===== src/rtl/keyboard_pkg.sv =====
// Scan codes and the scan-code-to-hex-digit lookup used by the PS/2 keyboard front-end.
package keyboard_pkg;

    localparam logic [7:0] SC_ENTER = 8'h5A;
    localparam logic [7:0] SC_SPACE = 8'h29;
    localparam logic [7:0] SC_BKSP  = 8'h66;
    localparam logic [7:0] SC_BREAK = 8'hF0;
    localparam logic [7:0] SC_EXT   = 8'hE0;

    // Returns {valid, nibble}; valid is low for codes that are not hex digits.
    function automatic logic [4:0] scan_to_nibble(input logic [7:0] sc);
        logic [4:0] r;
        case (sc)
            8'h45:   r = {1'b1, 4'h0};
            8'h16:   r = {1'b1, 4'h1};
            8'h1E:   r = {1'b1, 4'h2};
            8'h26:   r = {1'b1, 4'h3};
            8'h25:   r = {1'b1, 4'h4};
            8'h2E:   r = {1'b1, 4'h5};
            8'h36:   r = {1'b1, 4'h6};
            8'h3D:   r = {1'b1, 4'h7};
            8'h3E:   r = {1'b1, 4'h8};
            8'h46:   r = {1'b1, 4'h9};
            8'h1C:   r = {1'b1, 4'hA};
            8'h32:   r = {1'b1, 4'hB};
            8'h21:   r = {1'b1, 4'hC};
            8'h23:   r = {1'b1, 4'hD};
            8'h24:   r = {1'b1, 4'hE};
            8'h2B:   r = {1'b1, 4'hF};
            default: r = 5'd0;
        endcase
        return r;
    endfunction

endpackage


===== src/rtl/keyboard_input_if.sv =====
// PS/2 lines in, decoded user-input stream out; the keyboard side is master, the decoder is slave.
interface keyboard_input_if;
    logic       ps2_clk;
    logic       ps2_dat;
    logic [7:0] entry_value;
    logic [1:0] digit_count;
    logic       load_signal;
    logic       start_signal;
    logic       frame_error;

    modport master (
        output ps2_clk, ps2_dat,
        input  entry_value, digit_count, load_signal, start_signal, frame_error
    );

    modport slave (
        input  ps2_clk, ps2_dat,
        output entry_value, digit_count, load_signal, start_signal, frame_error
    );
endinterface


===== src/rtl/ps2_frame_rx.sv =====
// PS/2 device-to-host frame receiver: synchronisers, falling-edge sampling, framing checks, timeout.
module ps2_frame_rx #(
    parameter int TIMEOUT_CYCLES = 50000
) (
    input  logic       clock,
    input  logic       resetn,
    input  logic       ps2_clk,
    input  logic       ps2_dat,
    output logic [7:0] code,
    output logic       code_valid,
    output logic       frame_error
);
    localparam int TW = $clog2(TIMEOUT_CYCLES + 1);
    localparam logic [TW-1:0] IDLE_LAST = TW'(TIMEOUT_CYCLES - 1);

    logic          clk_s1, clk_s2, clk_d;
    logic          dat_s1, dat_s2;
    logic [3:0]    bit_cnt;
    logic [TW-1:0] idle_cnt;
    logic [8:0]    shreg;
    logic          start_bit;
    logic          fall;
    logic          timeout_hit;

    assign fall        = clk_d & ~clk_s2;
    assign timeout_hit = clk_s2 && (bit_cnt != 4'd0) && (idle_cnt == IDLE_LAST);

    // Sync flops idle high so release from reset never looks like a falling edge.
    always_ff @(posedge clock or negedge resetn) begin
        if (!resetn) begin
            clk_s1      <= 1'b1;
            clk_s2      <= 1'b1;
            clk_d       <= 1'b1;
            dat_s1      <= 1'b1;
            dat_s2      <= 1'b1;
            bit_cnt     <= 4'd0;
            idle_cnt    <= '0;
            code_valid  <= 1'b0;
            frame_error <= 1'b0;
        end else begin
            clk_s1      <= ps2_clk;
            clk_s2      <= clk_s1;
            clk_d       <= clk_s2;
            dat_s1      <= ps2_dat;
            dat_s2      <= dat_s1;
            code_valid  <= 1'b0;
            frame_error <= 1'b0;
            if (fall) begin
                idle_cnt <= '0;
                if (bit_cnt == 4'd10) begin
                    bit_cnt <= 4'd0;
                    if (!start_bit && (^shreg) && dat_s2)
                        code_valid <= 1'b1;
                    else
                        frame_error <= 1'b1;
                end else begin
                    bit_cnt <= bit_cnt + 4'd1;
                end
            end else if (timeout_hit) begin
                bit_cnt     <= 4'd0;
                idle_cnt    <= '0;
                frame_error <= 1'b1;
            end else if (clk_s2 && (bit_cnt != 4'd0)) begin
                idle_cnt <= idle_cnt + 1'b1;
            end else begin
                idle_cnt <= '0;
            end
        end
    end

    // Payload shifts in LSB first; after nine shifts shreg = {parity, d7..d0}.
    always_ff @(posedge clock) begin
        if (fall) begin
            if (bit_cnt == 4'd0)
                start_bit <= dat_s2;
            else if (bit_cnt <= 4'd9)
                shreg <= {dat_s2, shreg[8:1]};
            if (bit_cnt == 4'd10)
                code <= shreg[7:0];
        end
    end

endmodule


===== src/rtl/keyboard_input.sv =====
// PS/2 keyboard decoder: two-digit hex entry plus load/start pulses toward main_control.
module keyboard_input
    import keyboard_pkg::*;
#(
    parameter int TIMEOUT_CYCLES = 50000
) (
    input  logic           clock,
    input  logic           resetn,
    keyboard_input_if.slave kif
);
    logic [7:0] code;
    logic       code_valid;
    logic       rx_error;
    logic [4:0] digit;
    logic       break_flag;
    logic       ext_flag;
    logic [7:0] entry;
    logic [1:0] count;
    logic       load;
    logic       start;

    ps2_frame_rx #(.TIMEOUT_CYCLES(TIMEOUT_CYCLES)) u_rx (
        .clock       (clock),
        .resetn      (resetn),
        .ps2_clk     (kif.ps2_clk),
        .ps2_dat     (kif.ps2_dat),
        .code        (code),
        .code_valid  (code_valid),
        .frame_error (rx_error)
    );

    assign digit = scan_to_nibble(code);

    // A prefix byte swallows exactly one following code, so released and extended keys do nothing.
    always_ff @(posedge clock or negedge resetn) begin
        if (!resetn) begin
            break_flag <= 1'b0;
            ext_flag   <= 1'b0;
            entry      <= 8'd0;
            count      <= 2'd0;
            load       <= 1'b0;
            start      <= 1'b0;
        end else begin
            load  <= 1'b0;
            start <= 1'b0;
            if (code_valid) begin
                if (code == SC_BREAK) begin
                    break_flag <= 1'b1;
                end else if (code == SC_EXT) begin
                    ext_flag <= 1'b1;
                end else if (break_flag || ext_flag) begin
                    break_flag <= 1'b0;
                    ext_flag   <= 1'b0;
                end else if (digit[4]) begin
                    entry <= {entry[3:0], digit[3:0]};
                    if (count != 2'd2)
                        count <= count + 2'd1;
                end else if (code == SC_ENTER) begin
                    load <= 1'b1;
                end else if (code == SC_SPACE) begin
                    start <= 1'b1;
                end else if (code == SC_BKSP) begin
                    entry <= 8'd0;
                    count <= 2'd0;
                end
            end
        end
    end

    assign kif.entry_value  = entry;
    assign kif.digit_count  = count;
    assign kif.load_signal  = load;
    assign kif.start_signal = start;
    assign kif.frame_error  = rx_error;

endmodule


===== src/flat_wrapper.sv =====
// flat-port wrapper written by rule: the top's interface ports become plain ports
module keyboard_input_flat import keyboard_pkg::*;
#(
    parameter int TIMEOUT_CYCLES = 50000
)
  (clock, resetn, kif_ps2_clk, kif_ps2_dat, kif_entry_value, kif_digit_count, kif_load_signal, kif_start_signal, kif_frame_error);
  keyboard_input_if kif_i ();
  input  logic clock;
  input  logic resetn;
  input wire logic [$bits(kif_i.ps2_clk)-1:0] kif_ps2_clk;
  input wire logic [$bits(kif_i.ps2_dat)-1:0] kif_ps2_dat;
  output wire logic [$bits(kif_i.entry_value)-1:0] kif_entry_value;
  output wire logic [$bits(kif_i.digit_count)-1:0] kif_digit_count;
  output wire logic [$bits(kif_i.load_signal)-1:0] kif_load_signal;
  output wire logic [$bits(kif_i.start_signal)-1:0] kif_start_signal;
  output wire logic [$bits(kif_i.frame_error)-1:0] kif_frame_error;
  assign kif_i.ps2_clk = kif_ps2_clk;
  assign kif_i.ps2_dat = kif_ps2_dat;
  assign kif_entry_value = kif_i.entry_value;
  assign kif_digit_count = kif_i.digit_count;
  assign kif_load_signal = kif_i.load_signal;
  assign kif_start_signal = kif_i.start_signal;
  assign kif_frame_error = kif_i.frame_error;
  keyboard_input #(.TIMEOUT_CYCLES(TIMEOUT_CYCLES)) u_core (.clock(clock), .resetn(resetn), .kif(kif_i));
endmodule

===== config.mk =====
export PLATFORM = sky130hd
export DESIGN_NAME = keyboard_input_flat
export DESIGN_NICKNAME = d
export VERILOG_FILES = /design/src/rtl/keyboard_pkg.sv /design/src/rtl/keyboard_input_if.sv /design/src/rtl/ps2_frame_rx.sv /design/src/rtl/keyboard_input.sv /design/src/flat_wrapper.sv
export SDC_FILE = /design/constraint.sdc
export NUM_CORES = 1
export LEC_CHECK = 0
export BUFFER_PORTS_ARGS = -buffer_cell sky130_fd_sc_hd__buf_2
export CORE_AREA = 2 2 91 93
export DETAILED_ROUTE_END_ITERATION = 10
export DIE_AREA = 0 0 93 95
export GPL_ROUTABILITY_DRIVEN = 0
export GPL_TIMING_DRIVEN = 0
export PLACE_DENSITY_LB_ADDON = 0.2
export SYNTH_ARGS = -nofsm -noshare
export SYNTH_HDL_FRONTEND = slang
export SYNTH_HIERARCHICAL = 1
export SYNTH_SLANG_ARGS = --single-unit

===== constraint.sdc =====
create_clock -name clock -period 2.6 [get_ports clock]
set_input_delay 0.26 -clock clock [delete_from_list [all_inputs] [get_ports clock]]
set_output_delay 0.26 -clock clock [all_outputs]
set_load 0.02 [all_outputs]

==> impl_metrics.toml, run 1 <==
[grt]
antenna_found_initial = 0
global_route.usage.total_pct = 13.9
globalRouteOverflowTotal = 0
grt_first_pass_wirelength_um = 9450
grt_pass1_vias = 1927
grt_start_max_net_pins = 42

[die]
io-pin-count = 17
die_y_um = 95
die_area_um2 = 8840
fp.coreArea_um2 = 7930
row_count = 33
initial_standard_cell_utilization_of_the_core_pct = 38.6
fp.dieW_um = 93

[clocking]
postCtsResizedCells = 0
h-tree-depth = 3
worstSkewPairLatency_ns = 0.33
numCtsBuffers = 9
cts_setup_buffers = 0
clk_pin_slew_ns = 0.07
clkSinkCount = 59
tritoncts_clock_tree = "yes"
cts_hold_buffers = 0
cts-root-buf = "sky130_fd_sc_hd__clkbuf_8"
clk_path_buf_depth = 2

[synthesis]
async_reset_ff_share_pct = 69.5
postSynthCellCount = 274
syn-cell-area_um2 = 3060
mapped_nets = 280
ys_ff_latch = 59
yosysWarningCount = 6
synthesis.area_per_instance_um2 = 11.2
synth_top_flop_cell = "sky130_fd_sc_hd__dfrtp_1"
synth_enable_flop_cells = 18
synth_cell_type_count = 66
proportion_of_synthesized_chip_area_in_sequential_cells_pct = 51.5

[worst_setup_path]
crit_fanout = 9
critical_path_class = "register to register"
critical_path.endpoint = "u_core/kif.entry_value[3]"
r2r_start = "u_core/u_rx/code[3]"
crit_start = "u_core/u_rx/code[3]"
critPathArrivalTime_ns = 2.55
cp-start-kind = "register"
worst_setup_path_end_kind = "register"
rr_worst_depth = 7
critical_path_required_ns = 2.82
timing.reg2reg.setup_slack_ns = 0.27
critical_path.reg2reg.endpoint = "u_core/kif.entry_value[3]"

[route]
route.antenna.remaining_nets = 0
viasPerCell = 5.09
vias = 2103
drc = 0
postRouteWirelength_um = 5710
drt_first_iter_violations = 108
avgRoutedWirePerCell_um = 13.8
detailedRoute.firstPassIterationCount = 4

[power]
power.density_nw_per_um2 = 692
post-layout-total-power_mw = 2.44
vdd.ir_drop.worst_v = 0.000373
cellLeakagePower_nw = 1.43

[finish]
drive_above_1_share_pct = 23.7
area_delta_synth_final_pct = 15.3
number_of_nets_in_the_final_layout = 309
antenna_cells_inserted = 0
layoutNonFillerInstCount = 413

[sta]
timing_worst_slew_pin_value_ns = 0.930
hold_fails_final_rpt = 0
timing.final.crit_period_ns = 2.33
setup_tns_ns = 0
slew_violations = 0
final.setup_skew_ns = 0.00690
max_clock_freq_mhz = 429
final.period_utilization_pct = 89.6
unrepaired_setup_endpoints_after_global_routing = "false"
timing.max_slew.rel_slack_pct = 38.0
setup_viol_count_final = 0

[hold_path]
hold_path_class = "input port to register"
worst_hold_startpoint = "kif_ps2_clk"

[placed_design]
detailed_place_hpwl_um = 3880
place_inst = 395
portBuffers = 16

[run]
timing.max_cap.violations = 0

[run_status]
result_of_the_run = "completed"
cell usage after synthesis (3+ instances only):
master                     count  share of area [%]
sky130_fd_sc_hd__nor3b_1       3               0.74
sky130_fd_sc_hd__buf_6         4                1.5
sky130_fd_sc_hd__a211oi_1      3               0.74
sky130_fd_sc_hd__o31ai_1       3               0.74
sky130_fd_sc_hd__o21ai_1       4               0.65
sky130_fd_sc_hd__nor2_1       25                3.1
sky130_fd_sc_hd__inv_1         4               0.49
sky130_fd_sc_hd__mux2i_1       5                1.6
sky130_fd_sc_hd__and3_1        3               0.61
sky130_fd_sc_hd__nand3_1       8                1.3
sky130_fd_sc_hd__or4_1         4               0.98
sky130_fd_sc_hd__nand2_1      22                2.7
sky130_fd_sc_hd__edfxtp_1     18                 18
sky130_fd_sc_hd__xor2_1        8                2.3
sky130_fd_sc_hd__o21ai_0       7                1.1
sky130_fd_sc_hd__dfrtp_1      36                 29
sky130_fd_sc_hd__nor3_1       10                1.6
sky130_fd_sc_hd__nand3b_1      3               0.74
sky130_fd_sc_hd__clkbuf_1      4               0.49
sky130_fd_sc_hd__dfstp_2       5                4.3
sky130_fd_sc_hd__xnor2_1       9                2.6
sky130_fd_sc_hd__or4b_1        3               0.98
sky130_fd_sc_hd__a31oi_1       4               0.82
sky130_fd_sc_hd__nand2b_1      6                1.2
sky130_fd_sc_hd__a22o_2        8                2.6
sky130_fd_sc_hd__nand4_1       6                1.2
sky130_fd_sc_hd__a21oi_1      10                1.6
sky130_fd_sc_hd__buf_4         3               0.74
through the flow:
step / hold slack, ns / area (um^2) / setup WS (ns) / utilization (%)
6_report: 0.0278 / 3520 / 0.271 / 44.4
5_1_grt: 0.00277 / 3520 / 0.169 / 44.4
4_1_cts: 0.00532 / 3510 / 0.239 / 44.3
3_5_place_dp: 0.347 / 3270 / 0.271 / 41.2
3_3_place_gp: 0.346 / 3270 / 0.283 / 41.2
2_1_floorplan: -0.0356 / 3060 / 0.472 / -
flip-flops by register name (all words and copies together) (netlist names), 2 cells and up:
signal and flops:
u_core/u_rx/shreg 9, u_core/kif.digit_count 2, u_core/u_rx/bit_cnt 4, u_core/u_rx/code 8
u_core/u_rx/idle_cnt 16, u_core/kif.entry_value 8
power breakdown:
part | internal [mW] | switching (mW) | total [mW]
combinational | 0.143 | 0.197 | 0.340
sequential | 1.04 | 0.0479 | 1.09
clock | 0.634 | 0.373 | 1.01
total | 1.82 | 0.618 | 2.44
per-layer routing:
layer	track usage (%)	up-vias	wire (um)	share of wire (%)
li1	-	1062	-	-
met1	18.8	1009	2810	49
met2	20.7	26	2670	47
met3	4.07	6	159	2.8
met4	6.25	0	69	1.2
met5	0	-	0	0
critical path: stages, from the launching register on:
cell	delay, ns
sky130_fd_sc_hd__edfxtp_1	0.47
sky130_fd_sc_hd__and2_4	0.23
sky130_fd_sc_hd__a221oi_2	0.27
sky130_fd_sc_hd__o21ai_1	0.13
sky130_fd_sc_hd__or3_1	0.37
sky130_fd_sc_hd__buf_6	0.14
sky130_fd_sc_hd__o21bai_4	0.28
sky130_fd_sc_hd__mux2_4	0.33
cell type report:
| class | instances | area, um^2 |
|---|---|---|
| buffer | 15 | 121 |
| clock inverter | 7 | 116 |
| sequential | 59 | 1570 |
| inverter | 4 | 15.0 |
| timing repair buffer | 18 | 95.1 |
| multi-input combinational | 196 | 1350 |
| fill | 752 | 4400 |
| tap | 105 | 131 |
| clock buffer | 9 | 124 |
cells in the final DEF, fill, tap and decap left out, drive strengths merged, types with 4 or more instances in the layout:
| master | Yosys | final |
|---|---|---|
| o21ai | 11 | 11 |
| mux2i | 5 | 5 |
| nand3 | 8 | 8 |
| edfxtp | 18 | 18 |
| buf | 9 | 26 |
| dfrtp | 36 | 36 |
| dfstp | 5 | 5 |
| a22o | 8 | 8 |
| nor2 | 26 | 26 |
| nand2b | 6 | 6 |
| nand2 | 24 | 24 |
| nor3b | 4 | 4 |
| a21oi | 10 | 10 |
| nor3 | 10 | 10 |
| xnor2 | 9 | 9 |
| inv | 4 | 4 |
| or4b | 4 | 4 |
| o31ai | 4 | 4 |
| clkbuf | 6 | 15 |
| a31oi | 4 | 4 |
| xor2 | 8 | 8 |
| or4 | 5 | 5 |
| nand4 | 6 | 6 |
cell families (layout without fill, tap and decap cells):
| logic type | count (synthesis) | count (layout) | synth area share [%] |
|---|---|---|---|
| multiplexers | 6 | 6 | 2.13 |
| AND/OR/NAND/NOR | 120 | 120 | 23.2 |
| XOR/XNOR | 19 | 19 | 6.34 |
| flip-flops | 59 | 59 | 51.5 |
| AO/OA/AOI/OAI | 49 | 49 | 11.6 |
| buffers and inverters | 19 | 53 | 4.46 |
| adder cells (fa/ha/maj) | 2 | 2 | 0.819 |
worst min path at each step:
stage | to | slack, ns | cells past startpoint
after floorplan | u_core/break_flag | -0.04 | 0
after global placement | u_core/u_rx/clk_s2 | 0.35 | 0
after detailed placement | u_core/u_rx/clk_s2 | 0.35 | 0
after CTS | u_core/u_rx/dat_s1 | 0.005 | 1
after global routing | u_core/u_rx/clk_s1 | 0.003 | 1
final | u_core/u_rx/clk_s1 | 0.03 | 1
Note: power is estimated with default switching activity, not from simulation.
==> run 2: changes to the inputs <==
--- a/config.mk
+++ b/config.mk
@@ -11,7 +11,7 @@
 export DIE_AREA = 0 0 93 95
 export GPL_ROUTABILITY_DRIVEN = 0
 export GPL_TIMING_DRIVEN = 0
-export PLACE_DENSITY_LB_ADDON = 0.2
+export PLACE_DENSITY = 0.59
 export SYNTH_ARGS = -nofsm -noshare
 export SYNTH_HDL_FRONTEND = slang
 export SYNTH_HIERARCHICAL = 1
==> impl_metrics.toml, run 2 (same netlist as run 1, synthesis figures left out) <==
[hold_path]
hold_path_class = "input port to register"

[die]
die_area_um2 = 8840
row_count = 33
fp.dieW_um = 93
fp.coreArea_um2 = 7930
initial_standard_cell_utilization_of_the_core_pct = 38.6
die_y_um = 95
io-pin-count = 17

[worst_setup_path]
critPathSlowestCell = "sky130_fd_sc_hd__edfxtp_1"
timing.reg2reg.setup_slack_ns = 0.29
path_buf_inv = 1
critPathArrivalTime_ns = 2.51
critical_path.reg2reg.endpoint = "u_core/kif.entry_value[3]"
r2r_start = "u_core/u_rx/code[3]"
critical_path_cell_count = 7
worst_setup_path_end_kind = "register"
crit_start = "u_core/u_rx/code[3]"
crit_path_cell_trace = "nand2b_1 > or4b_1 > a31oi_1 > or3_1 > buf_6 > o21bai_4 > mux2_4"
critical_path.endpoint = "u_core/kif.entry_value[3]"
crit_fanout = 9
critical-path-max-stage-delay_ns = 0.47
critical_path_class = "register to register"
cp-start-kind = "register"
critical_path.top_delay_family = "simple AND/OR/NAND/NOR gates"
critical_path_required_ns = 2.80
rr_worst_depth = 7

[finish]
drive_above_1_share_pct = 22.5
design_area_um2 = 3430
multiInputGateArea_um2 = 1350
area_delta_synth_final_pct = 12.3
largest-register = "u_core/u_rx/idle_cnt"
layout.cells.most_common_list = "36 x sky130_fd_sc_hd__dfrtp_1, 25 x sky130_fd_sc_hd__nor2_1, 22 x sky130_fd_sc_hd__nand2_1"
antenna_cells_inserted = 0
largestRegisters = "u_core/u_rx/idle_cnt (16), u_core/u_rx/shreg (9)"
final_common_cell = "sky130_fd_sc_hd__dfrtp_1"
ff_latch_area_um2 = 1570
number_of_flip_flops_in_the_largest_register = 16
final_util_pct = 43.3
number_of_nets_in_the_final_layout = 307
filler_cell_count = 779

[route]
drt_first_iter_violations = 96
viasPerCell = 5.16
postRouteWirelength_um = 5630
drc = 0
vias = 2119
detailedRoute.firstPassIterationCount = 6
route.antenna.remaining_nets = 0
avgRoutedWirePerCell_um = 13.7

[clocking]
clk_pin_slew_ns = 0.07
tritoncts_clock_tree = "yes"
clkSinkCount = 59
cts_setup_buffers = 0
postCtsResizedCells = 0
clk_path_buf_depth = 2
cts_hold_buffers = 0
numCtsBuffers = 9
h-tree-depth = 3
worstSkewPairLatency_ns = 0.32
cts-root-buf = "sky130_fd_sc_hd__clkbuf_8"

[sta]
timing.final.crit_period_ns = 2.31
final.period_utilization_pct = 88.7
setup_tns_ns = 0
max_clock_freq_mhz = 434
timing.max_slew.rel_slack_pct = 15.2
timing_worst_slew_pin_value_ns = 1.26
hold_fails_final_rpt = 0
final.setup_skew_ns = 0.00839
slew_violations = 0
setup_viol_count_final = 0
unrepaired_setup_endpoints_after_global_routing = "false"

[grt]
global_route.usage.total_pct = 13.7
grt_pass1_vias = 1944
grt_first_pass_wirelength_um = 9470
globalRouteOverflowTotal = 0
antenna_found_initial = 0
grt_start_max_net_pins = 42

[run_status]
result_of_the_run = "completed"

[placed_design]
portBuffers = 16
detailed_place_hpwl_um = 3850
dpl_cell_area_um2 = 3270

[power]
vdd.ir_drop.worst_v = 0.000339
post-layout-total-power_mw = 2.14
power.density_nw_per_um2 = 622
cellLeakagePower_nw = 1.39

[run]
timing.max_cap.violations = 0
==> run 2: cell count changes in the layout (fill, tap and decap cells not counted), sizes merged <==
cell         before  now
clkbuf           15   19
bufinv            3    0
dlygate4sd3       1    0
clkinvlp          1    0
buf              26   25
==> run 2: cell type report <==
cell class / count / area share, %
Multi-Input combinational cell: 196 / 39.3
Tap cell: 105 / 3.83
Clock buffer: 13 / 4.34
Timing Repair Buffer: 16 / 2.33
Buffer: 15 / 3.54
Inverter: 4 / 0.437
Clock inverter: 3 / 0.437
Sequential cell: 59 / 45.8
==> run 2: worst min-delay path by stage <==
stage,start,cells after the start,end
detailed placement,u_core/u_rx/clk_s1,0,u_core/u_rx/clk_s2
global route,kif_ps2_dat,1,u_core/u_rx/dat_s1
finish,kif_ps2_clk,1,u_core/u_rx/clk_s1
CTS,kif_ps2_dat,1,u_core/u_rx/dat_s1
floorplan,resetn,0,u_core/break_flag
global placement,u_core/u_rx/dat_s1,0,u_core/u_rx/dat_s2
==> run 2: report_power, final <==
group | total, mW | internal [mW] | switching [mW]
clock network | 0.701 | 0.368 | 0.333
registers | 1.09 | 1.04 | 0.0489
logic | 0.344 | 0.143 | 0.201
total | 2.14 | 1.55 | 0.582
==> run 2: routing by layer <==
metal	up-vias	wire length (um)	GRT usage, %
met5	-	0	0
met4	0	46	5.88
met3	5	223	3.19
met2	41	2610	21.5
met1	1015	2750	18.4
li1	1058	-	-
==> run 2: per-stage QoR <==
stage                     hold slack [ns]  std cells  setup WS [ns]
final                              0.0285        411          0.294
after global routing               0.0113        411          0.191
after CTS                          0.0144        411          0.304
after detailed placement            0.348        395          0.311
after global placement              0.346        395          0.328
after floorplan                   -0.0356        274          0.472
==> run 3: changes to the inputs <==
--- a/config.mk
+++ b/config.mk
@@ -7,6 +7,7 @@
 export LEC_CHECK = 0
 export BUFFER_PORTS_ARGS = -buffer_cell sky130_fd_sc_hd__buf_2
 export CORE_AREA = 2 2 91 93
+export CTS_BUF_LIST = sky130_fd_sc_hd__clkbuf_4 sky130_fd_sc_hd__clkbuf_8
 export DETAILED_ROUTE_END_ITERATION = 10
 export DIE_AREA = 0 0 93 95
 export GPL_ROUTABILITY_DRIVEN = 0
==> impl_metrics.toml, run 3 (same netlist as run 1, synthesis figures left out) <==
[run_status]
result_of_the_run = "completed"

[worst_setup_path]
rr_worst_depth = 7
critical_path_required_ns = 2.80
critPathArrivalTime_ns = 2.51
crit_fanout = 9
cp-start-kind = "register"
worst_setup_path_end_kind = "register"
critical_path_class = "register to register"

[grt]
grt_first_pass_wirelength_um = 9490
grt_pass1_vias = 1949
gr-usage-met2_pct = 21.5
grt_busiest_layer = "met2"
globalRouteOverflowTotal = 0
antenna_found_initial = 0
met3_usage_pct = 3.19
grt_start_max_net_pins = 42
global_route_met1_utilization_pct = 18.4
global_route.usage.total_pct = 13.8

[clocking]
cts-root-buf = "sky130_fd_sc_hd__clkbuf_8"
numCtsBuffers = 9
clk_pin_slew_ns = 0.07
worstSkewPairLatency_ns = 0.32
clkSinkCount = 59
cts_setup_buffers = 0
cts_hold_buffers = 0
clk_path_buf_depth = 2
h-tree-depth = 3
postCtsResizedCells = 0
tritoncts_clock_tree = "yes"

[route]
avgRoutedWirePerCell_um = 13.7
viasPerCell = 5.13
detailedRoute.firstPassIterationCount = 4
route.antenna.remaining_nets = 0
vias = 2107
drc = 0
drt_first_iter_violations = 93
postRouteWirelength_um = 5640

[sta]
slew_violations = 0
setup_viol_count_final = 0
setup_tns_ns = 0
timing_worst_slew_pin_value_ns = 1.24
timing.final.crit_period_ns = 2.30
hold_fails_final_rpt = 0
timing.max_slew.rel_slack_pct = 16.7
max_clock_freq_mhz = 434
final.period_utilization_pct = 88.5
unrepaired_setup_endpoints_after_global_routing = "false"
final.setup_skew_ns = 0.00803

[finish]
final_common_cell = "sky130_fd_sc_hd__dfrtp_1"
number_of_flip_flops_in_the_largest_register = 16
layoutNonFillerInstCount = 411
layout.cells.most_common_list = "36 x sky130_fd_sc_hd__dfrtp_1, 25 x sky130_fd_sc_hd__nor2_1, 22 x sky130_fd_sc_hd__nand2_1"
antenna_cells_inserted = 0
number_of_nets_in_the_final_layout = 307
largest-register = "u_core/u_rx/idle_cnt"
final_util_pct = 43.4
area_delta_synth_final_pct = 12.6
drive_above_1_share_pct = 23.5
largestRegisters = "u_core/u_rx/idle_cnt (16), u_core/u_rx/shreg (9)"

[die]
fp.coreArea_um2 = 7930
initial_standard_cell_utilization_of_the_core_pct = 38.6
die_y_um = 95
die_area_um2 = 8840
io-pin-count = 17
fp.dieW_um = 93
row_count = 33

[placed_design]
detailed_place_hpwl_um = 3850
place_inst = 395
portBuffers = 16

[power]
vdd.ir_drop.worst_v = 0.000338
cellLeakagePower_nw = 1.40
power.density_nw_per_um2 = 629

[hold_path]
hold_path_class = "input port to register"
min_path_cells = 1

[run]
timing.max_cap.violations = 0
[run 3: power by group]
part / internal [mW] / leakage [nW] / switching [mW]
Sequential: 1.04 / 0.708 / 0.0487
Clock: 0.399 / 0.0974 / 0.333
Combinational: 0.143 / 0.596 / 0.201
[run 3: per-stage QoR]
stage                     cell area (um^2)  total power, mW  worst slack, ns  hold WS, ns
after floorplan                       3060             1.37            0.472      -0.0356
after global placement                3270             1.44            0.328        0.346
after detailed placement              3270             1.45            0.311        0.348
after CTS                             3440             2.20            0.304       0.0142
after global routing                  3440             2.29            0.191       0.0111
final                                 3440             2.17            0.298       0.0292
[run 3: layer usage]
metal	wire, um	vias to the layer above	share of wire (%)
met3	204	5	3.6
met2	2590	34	46
met1	2800	1010	50
met4	46	0	0.82
li1	-	1058	-
met5	0	-	0
[run 3: area by class of cell]
type / count / area [um^2]
clock buffer: 13 / 160
sequential: 59 / 1570
timing repair buffer: 16 / 80.1
buffer: 15 / 121
tap: 105 / 131
clock inverter: 3 / 15.0
inverter: 4 / 15.0
multi-input combinational: 196 / 1350
fill: 777 / 4480
[run 3: critical path, stage by stage (launching register included)]
cell and delay, ns:
sky130_fd_sc_hd__edfxtp_1 0.47, sky130_fd_sc_hd__and2_4 0.23, sky130_fd_sc_hd__a221oi_2 0.27, sky130_fd_sc_hd__o21ai_1 0.13
sky130_fd_sc_hd__or3_1 0.37, sky130_fd_sc_hd__buf_6 0.15, sky130_fd_sc_hd__o21bai_4 0.25, sky130_fd_sc_hd__mux2_4 0.33
[run 3: path summary, 6_finish.rpt]
check / startpoint / end / slack (ns)
max in group asynchronous: resetn / u_core/kif.entry_value[1] / 1.97
worst min-delay path: kif_ps2_clk / u_core/u_rx/clk_s1 / 0.03
worst min register to register: u_core/u_rx/clk_s1 / u_core/u_rx/clk_s2 / 0.36
worst max register to register: u_core/u_rx/code[3] / u_core/kif.entry_value[3] / 0.30
worst max-delay path: u_core/u_rx/code[3] / u_core/kif.entry_value[3] / 0.30
min in group asynchronous: resetn / u_core/u_rx/idle_cnt[12] / 0.06
